### src/rtl/panda_controller.sv
// Pipeline controller for the Panda RV32I core: boot, PC redirect, stall, flush, halt, retire count.
// Latency: all control outputs are Mealy (state + current inputs), no added cycles; instret_o updates on the retiring edge.
// Backpressure: a data request without grant stalls IF/ID and is held; a load waits in LSU_WAIT with IF/ID stalled.
module panda_controller #(
    parameter int unsigned FLUSH_CYCLES = 1,   // cycles id_flush_o stays high after a redirect, 1..7
    parameter int unsigned CNT_W        = 64   // width of the retired-instruction counter
) (
    input  logic             clk_i,
    input  logic             rst_ni,
    input  logic             id_valid_i,
    input  logic             id_illegal_i,
    input  logic             ex_valid_i,
    input  logic             ex_jump_i,
    input  logic             ex_branch_i,
    input  logic             ex_branch_taken_i,
    input  logic             ex_mem_i,
    input  logic             ex_store_i,
    input  logic             data_gnt_i,
    input  logic             data_rvalid_i,
    output logic             data_req_o,
    output logic             pc_set_o,
    output logic             pc_sel_o,
    output logic             if_stall_o,
    output logic             id_stall_o,
    output logic             id_flush_o,
    output logic             halted_o,
    output logic [CNT_W-1:0] instret_o
);

    typedef enum logic [2:0] {
        S_RESET    = 3'd0,
        S_BOOT     = 3'd1,
        S_RUN      = 3'd2,
        S_LSU_WAIT = 3'd3,
        S_FLUSH    = 3'd4,
        S_HALT     = 3'd5
    } state_e;

    // The redirect cycle itself flushes once; the FLUSH state covers the remaining cycles.
    localparam logic [2:0] FLUSH_INIT  = 3'(FLUSH_CYCLES - 1);
    localparam bit         MULTI_FLUSH = (FLUSH_CYCLES > 1);

    localparam logic PC_SEL_BOOT   = 1'b0;
    localparam logic PC_SEL_TARGET = 1'b1;

    state_e           state_q, state_d;
    logic [2:0]       flush_cnt_q, flush_cnt_d;
    logic [CNT_W-1:0] instret_q, instret_d;

    logic redirect;
    logic ex_mem_op;
    logic id_illegal;
    logic retire;

    // Qualified decode of the EX/ID flags used by the RUN priority chain
    always_comb begin
        redirect   = ex_valid_i & (ex_jump_i | (ex_branch_i & ex_branch_taken_i));
        ex_mem_op  = ex_valid_i & ex_mem_i;
        id_illegal = id_valid_i & id_illegal_i;
    end

    // Next-state, Mealy outputs and retire strobe
    always_comb begin
        state_d     = state_q;
        flush_cnt_d = flush_cnt_q;
        data_req_o  = 1'b0;
        pc_set_o    = 1'b0;
        pc_sel_o    = PC_SEL_BOOT;
        if_stall_o  = 1'b0;
        id_stall_o  = 1'b0;
        id_flush_o  = 1'b0;
        halted_o    = 1'b0;
        retire      = 1'b0;

        unique case (state_q)
            S_RESET: begin
                if_stall_o = 1'b1;
                id_stall_o = 1'b1;
                state_d    = S_BOOT;
            end

            S_BOOT: begin
                pc_set_o   = 1'b1;
                pc_sel_o   = PC_SEL_BOOT;
                id_flush_o = 1'b1;
                state_d    = S_RUN;
            end

            S_RUN: begin
                if (redirect) begin
                    // Redirect outranks everything, so a wrong-path illegal in ID never halts.
                    pc_set_o   = 1'b1;
                    pc_sel_o   = PC_SEL_TARGET;
                    id_flush_o = 1'b1;
                    retire     = 1'b1;
                    if (MULTI_FLUSH) begin
                        state_d     = S_FLUSH;
                        flush_cnt_d = FLUSH_INIT;
                    end
                end else if (ex_mem_op) begin
                    data_req_o = 1'b1;
                    if (!data_gnt_i) begin
                        // Request held until granted; pipeline frozen meanwhile.
                        if_stall_o = 1'b1;
                        id_stall_o = 1'b1;
                    end else if (ex_store_i) begin
                        retire = 1'b1;
                    end else if (data_rvalid_i) begin
                        // Grant and data in the same cycle: single-cycle load.
                        retire = 1'b1;
                    end else begin
                        if_stall_o = 1'b1;
                        id_stall_o = 1'b1;
                        state_d    = S_LSU_WAIT;
                    end
                end else if (id_illegal) begin
                    // Let the older EX instruction complete, squash the illegal one and stop fetch.
                    id_flush_o = 1'b1;
                    if_stall_o = 1'b1;
                    retire     = ex_valid_i;
                    state_d    = S_HALT;
                end else begin
                    retire = ex_valid_i;
                end
            end

            S_LSU_WAIT: begin
                if (data_rvalid_i) begin
                    retire  = 1'b1;
                    state_d = S_RUN;
                end else begin
                    if_stall_o = 1'b1;
                    id_stall_o = 1'b1;
                end
            end

            S_FLUSH: begin
                // EX only holds bubbles here, so no redirect or retire; ID illegal is wrong-path.
                id_flush_o  = 1'b1;
                flush_cnt_d = flush_cnt_q - 3'd1;
                if (flush_cnt_q == 3'd1) begin
                    state_d = S_RUN;
                end
            end

            S_HALT: begin
                halted_o   = 1'b1;
                if_stall_o = 1'b1;
                id_stall_o = 1'b1;
                id_flush_o = 1'b1;
            end

            default: begin
                if_stall_o = 1'b1;
                id_stall_o = 1'b1;
                state_d    = S_RESET;
            end
        endcase
    end

    // Retired-instruction counter wraps naturally at 2^CNT_W
    always_comb begin
        instret_d = instret_q + {{(CNT_W-1){1'b0}}, retire};
    end

    // State, flush counter and instret registers
    always_ff @(posedge clk_i or negedge rst_ni) begin
        if (!rst_ni) begin
            state_q     <= S_RESET;
            flush_cnt_q <= 3'd0;
            instret_q   <= '0;
        end else begin
            state_q     <= state_d;
            flush_cnt_q <= flush_cnt_d;
            instret_q   <= instret_d;
        end
    end

    assign instret_o = instret_q;

endmodule

### config.mk
export PLATFORM = sky130hd
export DESIGN_NAME = panda_controller
export DESIGN_NICKNAME = d
export VERILOG_FILES = /design/src/rtl/panda_controller.sv
export SDC_FILE = /design/constraint.sdc
export NUM_CORES = 1
export LEC_CHECK = 0
export ABC_AREA = 1
export CORE_ASPECT_RATIO = 0.75
export CORE_MARGIN = 3
export CORE_UTILIZATION = 52
export DETAILED_ROUTE_END_ITERATION = 6
export GPL_TIMING_DRIVEN = 0
export HOLD_SLACK_MARGIN = 0.03
export PLACE_DENSITY = 0.85
export SYNTH_ARGS = -nofsm -noshare
export SYNTH_HDL_FRONTEND = slang
export SYNTH_SLANG_ARGS = --single-unit
export TNS_END_PERCENT = 20
### constraint.sdc
create_clock -name clk_i -period 2.8 [get_ports clk_i]
set_input_delay 0.42 -clock clk_i [delete_from_list [all_inputs] [get_ports clk_i]]
set_output_delay 0.42 -clock clk_i [all_outputs]
set_load 0.01 [all_outputs]
Word-level counts from Yosys, hierarchy flattened
Cells that the tools add are included.
{ "word_totals": {"regBits": 70, "in_bits": 12, "wordCells": 63} }
{ "op_classes": {"addsub": 2, "n_eq_ne": 13, "n_mux": 35, "n_bitwise": 6, "reduce_logical": 4} }
{ "ops": {"columns": ["op", "count"], "rows": [
  ["adder 64 x 1 -> 64 bit", 1],
  ["2-to-1 mux 3 bit", 8],
  ["2-to-1 mux 1 bit", 21],
  ["one-hot mux 3 bit (6 select lines)", 1],
  ["inequality test 3 bit (second input constant)", 4],
  ["AND reduction 8 bit", 1],
  ["== test 3 x 1 -> 1 bit (second input constant)", 2],
  ["== test 3 x 2 -> 1 bit (second input constant)", 2],
  ["== test 3 bit (second input constant)", 2],
  ["inequality test 2 bit (second input constant)", 3],
  ["one-hot mux 1 bit (2 select lines)", 3],
  ["one-hot mux 1 bit (3 select lines)", 2],
  ["AND 1 bit", 4],
  ["zero test 3 bit", 1],
  ["OR reduction 3 bit", 1],
  ["subtractor 3 x 1 -> 3 bit (second input constant)", 1],
  ["OR reduction 2 bit", 1],
  ["inverter 1 bit", 1],
  ["OR 1 bit", 1]
]} }

Longest topological paths before layout
Gate-level depths: netlist of the first run.
{ "logic_depth": {"ltp_word": 7, "ltp_mapped": 16} }

Worst setup path before layout of the first run
OpenSTA, ideal clock, no wires.
{ "synth_path": {"path_type": "input to register", "start": "input ex_branch_i", "end": "register instret_q[42], in the netlist instret_o[42]", "arrival_ns": 2.260, "slack_ns": 0.423, "path_stages": 15, "path_buffers": 0, "path_cell_list": "nand2_1 > a21oi_1 > nor2_1 > o31ai_1 > ha_1 > ha_1 > inv_2 > nor2_4 > nand2_2 > nor2_2 > nand2_1 > inv_1 > nand2_1 > nand2_1 > nand2_1"} }
{ "synth_via": {"elab_chain_cells": 6} }
{ "synth_lines": {"columns": ["element", "line", "source"], "rows": [
  ["start: declaration", "14", "input logic ex_branch_i,"],
  ["AND 1 bit", "57", "redirect = ex_valid_i & (ex_jump_i | (ex_branch_i & ex_branch_taken_i));"],
  ["OR 1 bit", "57", null],
  ["AND 1 bit", "57", null],
  ["2-to-1 mux 1 bit", "90", "if (redirect) begin"],
  ["one-hot mux 1 bit (2 select lines)", "75", "unique case (state_q)"],
  ["adder 64 x 1 -> 64 bit", "163", "instret_d = instret_q + {{(CNT_W-1){1'b0}}, retire};"],
  ["net instret_d[42]", "48", "logic [CNT_W-1:0] instret_q, instret_d;"],
  ["end signal: assignment", "175", "instret_q <= instret_d;"],
  ["end: declaration", "48", null]
]} }
The timed path passes the listed nets, and every way through them passes these cells.
A chain may end at the register's enable or synchronous reset.

Worst setup path after layout of the first run
{ "layout_path": {"start": "input ex_valid_i", "end": "register instret_q[42], in the netlist instret_o[42]"} }
{ "layout_via": {"elab_chain_cells": 5, "elab_cells_between_ends": 6} }
{ "layout_lines": {"columns": ["element", "line", "source"], "rows": [
  ["start: declaration", "12", "input logic ex_valid_i,"],
  ["AND 1 bit", "58", "ex_mem_op = ex_valid_i & ex_mem_i;"],
  ["2-to-1 mux 1 bit", "100", "end else if (ex_mem_op) begin"],
  ["2-to-1 mux 1 bit (*)", "90", null],
  ["one-hot mux 1 bit (2 select lines) (*)", "75", null],
  ["adder 64 x 1 -> 64 bit (*)", "163", null],
  ["net instret_d[42]", "48", null]
]} }
Mark *: on every way through the listed nets, which the timed path passes. The rest lies on a longest branch.

==> key figures, run 1 <==
Pwr
  – Switch Pwr: 0.000455 W
  – Clk pwr share: 0.511
  – Design Power: 0.00217 W
  – Pleak: 2.28 nW
  – Seq pwr share: 0.466
  – Internal Power: 0.00172 W
  – Pwr Density: 392 nW/um^2
  – Worst vdd ir: 0.000235 V
  – Switching Fraction: 0.210
  – Combinational power share: 0.023

Clock network
  – CTS tree: done
  – Max H-tree Level: 3
  – Clk slew on worst S/H paths: 0.09 ns
  – Clk sinks: 70
  – Clock Latency Late Sink: 0.36 ns
  – Cts hold-fix bufs: 0
  – Clock Tree Buf Depth: 2
  – CTS Buf Count: 9
  – Root Driver: clkbuf_8

Route
  – Post-DR vias/cell: 5.40
  – DR top layer: met4
  – DRT antenna net count: 0
  – # DRC: 0
  – Detailed Routing Iterations Pass 1: 5
  – Wire length on met1: 5850 um
  – DR WL met3: 1270 um
  – WL met2: 6020 um
  – WL final: 13400 um
  – Routed len/inst: 16.4 um
  – DR vias: 4407
  – 1st-iter DRT viols: 428

Synthesis
  – Yosys warns: 0
  – Post-synth EDFFs: 0
  – #FFs+latches synth: 70
  – Post-Syn Nets: 631
  – Mapped Cells: 615
  – Syn_area_per_cell: 6.92 um^2
  – Register area share after synthesis: 0.412
  – Asr flop ratio synth: 1.00
  – Synth unique cells: 23
  – Synthesized area: 4260 um^2
  – Most used DFF post-synth: dfrtp_1

Cells and area
  – Fillcell total: 636
  – Finished Cell Area: 5530 um^2
  – Share of layout cells above drive strength 1: 0.0853
  – Seq. cell area: 1750 um^2
  – Final #Nets: 726
  – Most frequent cells in the layout: nand2_1, nor2_1, clkdlybuf4s50_1
  – Synth-to-layout area growth: 30.1%
  – Most common cell after layout, fill and taps aside: nand2_1
  – Post-Route Utilization: 0.725
  – Area of the multi-input gates: 2350 um^2
  – ANT cells: 0

Setup path
  – Data required time of the worst path: 3.04 ns
  – Critical Path Sink Type: flip-flop
  – Worst Path Arrival: 2.84 ns
  – Setup CP Type: input port to flip-flop
  – CP Launch Type: input port
  – Critical path peak fanout: 6

Place
  – DP HPWL: 10400 um
  – Port bufs: 82
  – Dpl cell area: 5200 um^2
  – Placer Congestion: 0.951
  – Pre-CTS setup slack: -0.740 ns

Timing
  – Worst-case clock skew: 0.0116 ns
  – Setup ws final: 0.201 ns
  – Slew @ Worst Pin: 0.926 ns
  – Unrepaired setup endpoints after global routing: false
  – Final hold violations: 0
  – Max Fclk: 385 MHz
  – Minimum clock period: 2.60 ns
  – Period utilisation layout: 0.928
  – Final setup TNS: 0 ns
  – Final setup fails: 0
  – Slew headroom: 0.382
  – Max Slew Vio Count: 0

Global route
  – Grt ovf: 0
  – Vias in the first global route: 4315
  – Initial antenna violation count: 0
  – All-Layer GR Usage: 0.296
  – Largest net degree at the start of global routing: 71
  – First-pass GRT wire length: 21700 um

Floorplan
  – Die Footprint: 9320 um^2
  – Rows: 27
  – Die Height: 84.3 um
  – Core Region: 7630 um^2
  – Die Wd: 110 um
  – I/O pin count: 83
  – Initial Util: 0.557

Hold path
  – Tightest Hold Check Type: input port to asynchronous set/reset pin

Job
  – Max-capacitance violation count: 0

Run status
  – Status: finished clean
-- layout make-up --
| class | instances | share of cell area |
|---|---|---|
| Clock buffer | 9 | 0.0224 |
| Clock inverter | 7 | 0.0265 |
| Inverter | 54 | 0.0366 |
| Multi-Input combinational cell | 491 | 0.425 |
| Sequential cell | 70 | 0.317 |
| Tap cell | 101 | 0.0228 |
| Timing Repair Buffer | 84 | 0.151 |
-- final timing paths --
| check | from | endpoint | slack [ns] | depth (start not counted) |
|---|---|---|---|---|
| max in group asynchronous | rst_ni | instret_o[9] | 2.00 | 1 |
| min in group clk_i | flush_cnt_q[2] | flush_cnt_q[2] | 0.48 | 1 |
| hold reg to reg | flush_cnt_q[2] | flush_cnt_q[2] | 0.48 | 1 |
| setup reg to reg | state_q[2] | instret_o[42] | 0.25 | 14 |
| setup / recovery | ex_valid_i | instret_o[42] | 0.20 | 16 |
| hold / removal | rst_ni | instret_o[16] | 0.18 | 1 |
-- timing repair --
action | CTS | global route
gates resized for setup | 6 | 5
pin swaps | 1 | 1
setup buffers | 0 | 2
hold endpoints to repair | 0 | 0
cloned | 0 | 0
endpoints found under the setup margin | 17 | 11
-- cells in the mapped netlist, drive strengths merged (2+ instances only) --
| master | n | area, um^2 |
|---|---|---|
| dfrtp | 70 | 1750 |
| nand2 | 236 | 931 |
| xnor2 | 21 | 184 |
| nand3 | 19 | 95.1 |
| inv | 54 | 203 |
| nand3b | 5 | 37.5 |
| nand4 | 11 | 68.8 |
| nor2 | 151 | 658 |
| ha | 4 | 50.1 |
| o21ai | 25 | 125 |
| a21oi | 2 | 10.0 |
| xor2 | 12 | 105 |
| o31ai | 2 | 15.0 |
-- registers in the layout, summed over array words and instances (netlist names) --
name and cells:
flush_cnt_q 3, instret_o 64, state_q 3
-- worst max-delay path: stages --
cell,delay [ns]
clkdlybuf4s50_1,0.49
inv_1,0.09
a21oi_4,0.16
nor2_1,0.09
o31ai_2,0.19
ha_2,0.30
ha_4,0.22
inv_2,0.07
nor2_4,0.11
nand2_2,0.14
nor2_2,0.15
nand2_1,0.15
inv_1,0.11
nand2_1,0.05
nand2_1,0.05
nand2_1,0.04
-- cells by family after synthesis --
kind of cell | share of synthesized area
buf+inv | 0.0476
fa+ha+maj | 0.0118
flops | 0.412
simple gates | 0.422
xor+xnor | 0.0679
compound gates | 0.0391
-- power by group through the flow --
stage / Clock (W) / Sequential [W] / Combinational, W
final: 0.00111 / 0.00101 / 0.0000501
after detailed placement: 0 / 0.00103 / 0.0000481
after CTS: 0.00111 / 0.00101 / 0.0000481
after global routing: 0.00115 / 0.00101 / 0.0000564
after global placement: 0 / 0.00103 / 0.0000475
after floorplan: 0 / 0.00103 / 0.00000746
-- through the flow --
step / std cells / hold WS (ns)
finish: 816 / 0.178
CTS: 814 / 0.225
detailed placement: 798 / 0.475
global placement: 798 / 0.459
floorplan: 615 / 0.124
global route: 816 / 0.247
-- layer usage --
| metal | vias up | GRT usage |
|---|---|---|
| met5 | - | 0 |
| met4 | 0 | 0.0794 |
| met3 | 21 | 0.0620 |
| met2 | 224 | 0.486 |
| met1 | 2057 | 0.401 |
| li1 | 2105 | - |
Note: power is estimated with default switching activity, not from simulation.
==> inputs of run 2 (changes only) <==
--- a/config.mk
+++ b/config.mk
@@ -9,10 +9,11 @@
 export CORE_ASPECT_RATIO = 0.75
 export CORE_MARGIN = 3
 export CORE_UTILIZATION = 52
+export CTS_CLUSTER_DIAMETER = 100
 export DETAILED_ROUTE_END_ITERATION = 6
 export GPL_TIMING_DRIVEN = 0
 export HOLD_SLACK_MARGIN = 0.03
-export PLACE_DENSITY = 0.85
+export PLACE_DENSITY_LB_ADDON = 0.15
 export SYNTH_ARGS = -nofsm -noshare
 export SYNTH_HDL_FRONTEND = slang
 export SYNTH_SLANG_ARGS = --single-unit
==> run 2 against run 1 <==
Net effect: design area down 1.4%; total power down 9.0%; clock skew down 0.0036 ns; sequential share of layout area up 0.46 points; fmax down 2.4%; sequential cell count unchanged; clock power down 18%; critical path depth down 4; setup slack worse by 0.063 ns.
==> key figures, run 2 (synthesis gave the netlist of run 1 again) <==
Clock network
  – Clock Latency Late Sink: 0.35 ns
  – CTS Buf Count: 9
  – Clk slew on worst S/H paths: 0.08 ns
  – CTS tree: done
  – Clk sinks: 70
  – Clock Tree Buf Depth: 2
  – Root Driver: clkbuf_8
  – Max H-tree Level: 3

Route
  – DRT antenna net count: 0
  – Detailed Routing Iterations Pass 1: 5
  – WL final: 13100 um
  – Routed len/inst: 16.0 um
  – Post-DR vias/cell: 5.32
  – 1st-iter DRT viols: 368
  – DR vias: 4332
  – # DRC: 0

Setup path
  – Critical Path End: instret_o[60]
  – Worst Path Arrival: 2.90 ns
  – Setup CP Type: input port to flip-flop
  – Critical Path Sink Type: flip-flop
  – CP Launch Type: input port
  – Register-to-register setup slack: 0.20 ns
  – Critical path peak fanout: 6
  – Worst Setup SP: ex_valid_i
  – Worst reg2reg path depth: 10
  – FF-to-FF Start: state_q[2]
  – RR Endpoint: instret_o[60]
  – Data required time of the worst path: 3.04 ns

Timing
  – Period utilisation layout: 0.951
  – Worst-case clock skew: 0.00805 ns
  – Final hold violations: 0
  – Slew @ Worst Pin: 0.890 ns
  – Final setup TNS: 0 ns
  – Max Slew Vio Count: 0
  – Final setup fails: 0
  – Slew headroom: 0.407
  – Minimum clock period: 2.66 ns
  – Max Fclk: 376 MHz

Global route
  – Largest net degree at the start of global routing: 71
  – All-Layer GR Usage: 0.289
  – First-pass GRT wire length: 21400 um
  – Grt ovf: 0
  – Initial antenna violation count: 0
  – Vias in the first global route: 4264

Floorplan
  – Core Region: 7630 um^2
  – Rows: 27
  – Die Wd: 110 um
  – Die Footprint: 9320 um^2
  – Die Height: 84.3 um
  – I/O pin count: 83
  – Initial Util: 0.557

Cells and area
  – Fillcell total: 667
  – Post-Route Utilization: 0.714
  – Most common cell after layout, fill and taps aside: nand2_1
  – Largest register FFs: 64
  – Final Instance Count excl. Fillers: 815
  – Final #Nets: 725
  – Synth-to-layout area growth: 28.2%
  – Share of layout cells above drive strength 1: 0.0798
  – Most frequent cells in the layout: nand2_1, nor2_1, clkdlybuf4s50_1
  – ANT cells: 0

Pwr
  – Pleak: 2.25 nW
  – Worst vdd ir: 0.000243 V
  – Pwr Density: 362 nW/um^2

Place
  – Port bufs: 82
  – # placed instances: 798
  – Placer Congestion: 1.00
  – DP HPWL: 10400 um

Job
  – Max-capacitance violation count: 0

Hold path
  – Tightest Hold Check Type: input port to asynchronous set/reset pin

Run status
  – Status: finished clean
[run 2: changes by cell type in the layout (fill, tap and decap cells not counted)]
cell / previous run / this run
buf_4: 3 / 2
bufinv_16: 4 / 2
clkbuf_1: 0 / 2
clkbuf_8: 9 / 10
clkinv_2: 0 / 2
clkinv_4: 3 / 0
ha_2: 1 / 2
ha_4: 1 / 0
nand2_1: 223 / 222
nand2_2: 10 / 11
nand3_1: 18 / 19
nand3_2: 1 / 0
o31ai_1: 1 / 2
o31ai_2: 1 / 0
[run 2: critical path, cell delays in order]
cell and delay [ns]:
clkdlybuf4s50_1 0.49, inv_1 0.08, a21oi_4 0.15, nor2_1 0.09, o31ai_1 0.25, ha_2 0.25, ha_2 0.27, nand3_1 0.19
nor2_1 0.28, nand2_1 0.19, o21ai_1 0.18, nand2_1 0.06
[run 2: final cells by class]
class / instances / area (um^2) / area share
inverter: 54 / 203 / 0.0372
multi-input combinational: 491 / 2330 / 0.428
timing repair buffer: 83 / 826 / 0.151
clock inverter: 4 / 70.1 / 0.0128
sequential: 70 / 1750 / 0.321
tap: 101 / 126 / 0.0232
clock buffer: 12 / 145 / 0.0266
[run 2: worst min-delay path by stage]
stage               slack, ns            from  cells past startpoint              to
finish                   0.20          rst_ni                      1   instret_o[12]
detailed placement       0.46  flush_cnt_q[2]                      1  flush_cnt_q[2]
floorplan                0.12          rst_ni                      0  flush_cnt_q[0]
global route             0.28          rst_ni                      1   instret_o[10]
global placement         0.46  flush_cnt_q[2]                      1  flush_cnt_q[2]
CTS                      0.22          rst_ni                      1    instret_o[9]
[run 2: layer usage]
metal,GRT usage,wire [um],vias to the layer above
met1,0.424,6150,2024
met3,0.0605,1130,18
met2,0.450,5660,190
met5,0,0,-
met4,0.0526,138,0
li1,-,-,2100
[run 2: power by group]
group	internal, W	switching [W]	leakage (nW)	total, W
sequential	0.00101	0.000000666	0.966	0.00101
clock	0.000524	0.000390	0.110	0.000915
combinational	0.0000182	0.0000314	1.17	0.0000495
[run 2: through the flow]
stage | hold slack (ns) | area [um^2] | setup slack, ns | power (W)
3_3_place_gp | 0.464 | 5200 | -1.09 | 0.00108
4_1_cts | 0.224 | 5430 | 0.0612 | 0.00198
2_1_floorplan | 0.124 | 4260 | 0.423 | 0.00104
5_1_grt | 0.280 | 5450 | -0.000386 | 0.00203
6_report | 0.200 | 5450 | 0.138 | 0.00198
3_5_place_dp | 0.463 | 5200 | -0.670 | 0.00108
[run 2: timing repair]
item                       in CTS  in global routing
hold buffers                    0                  0
gates resized for setup         3                  6
buffers inserted                1                  0
setup endpoints to repair      16                  5
cloned                          0                  0
pin swaps                       1                  0
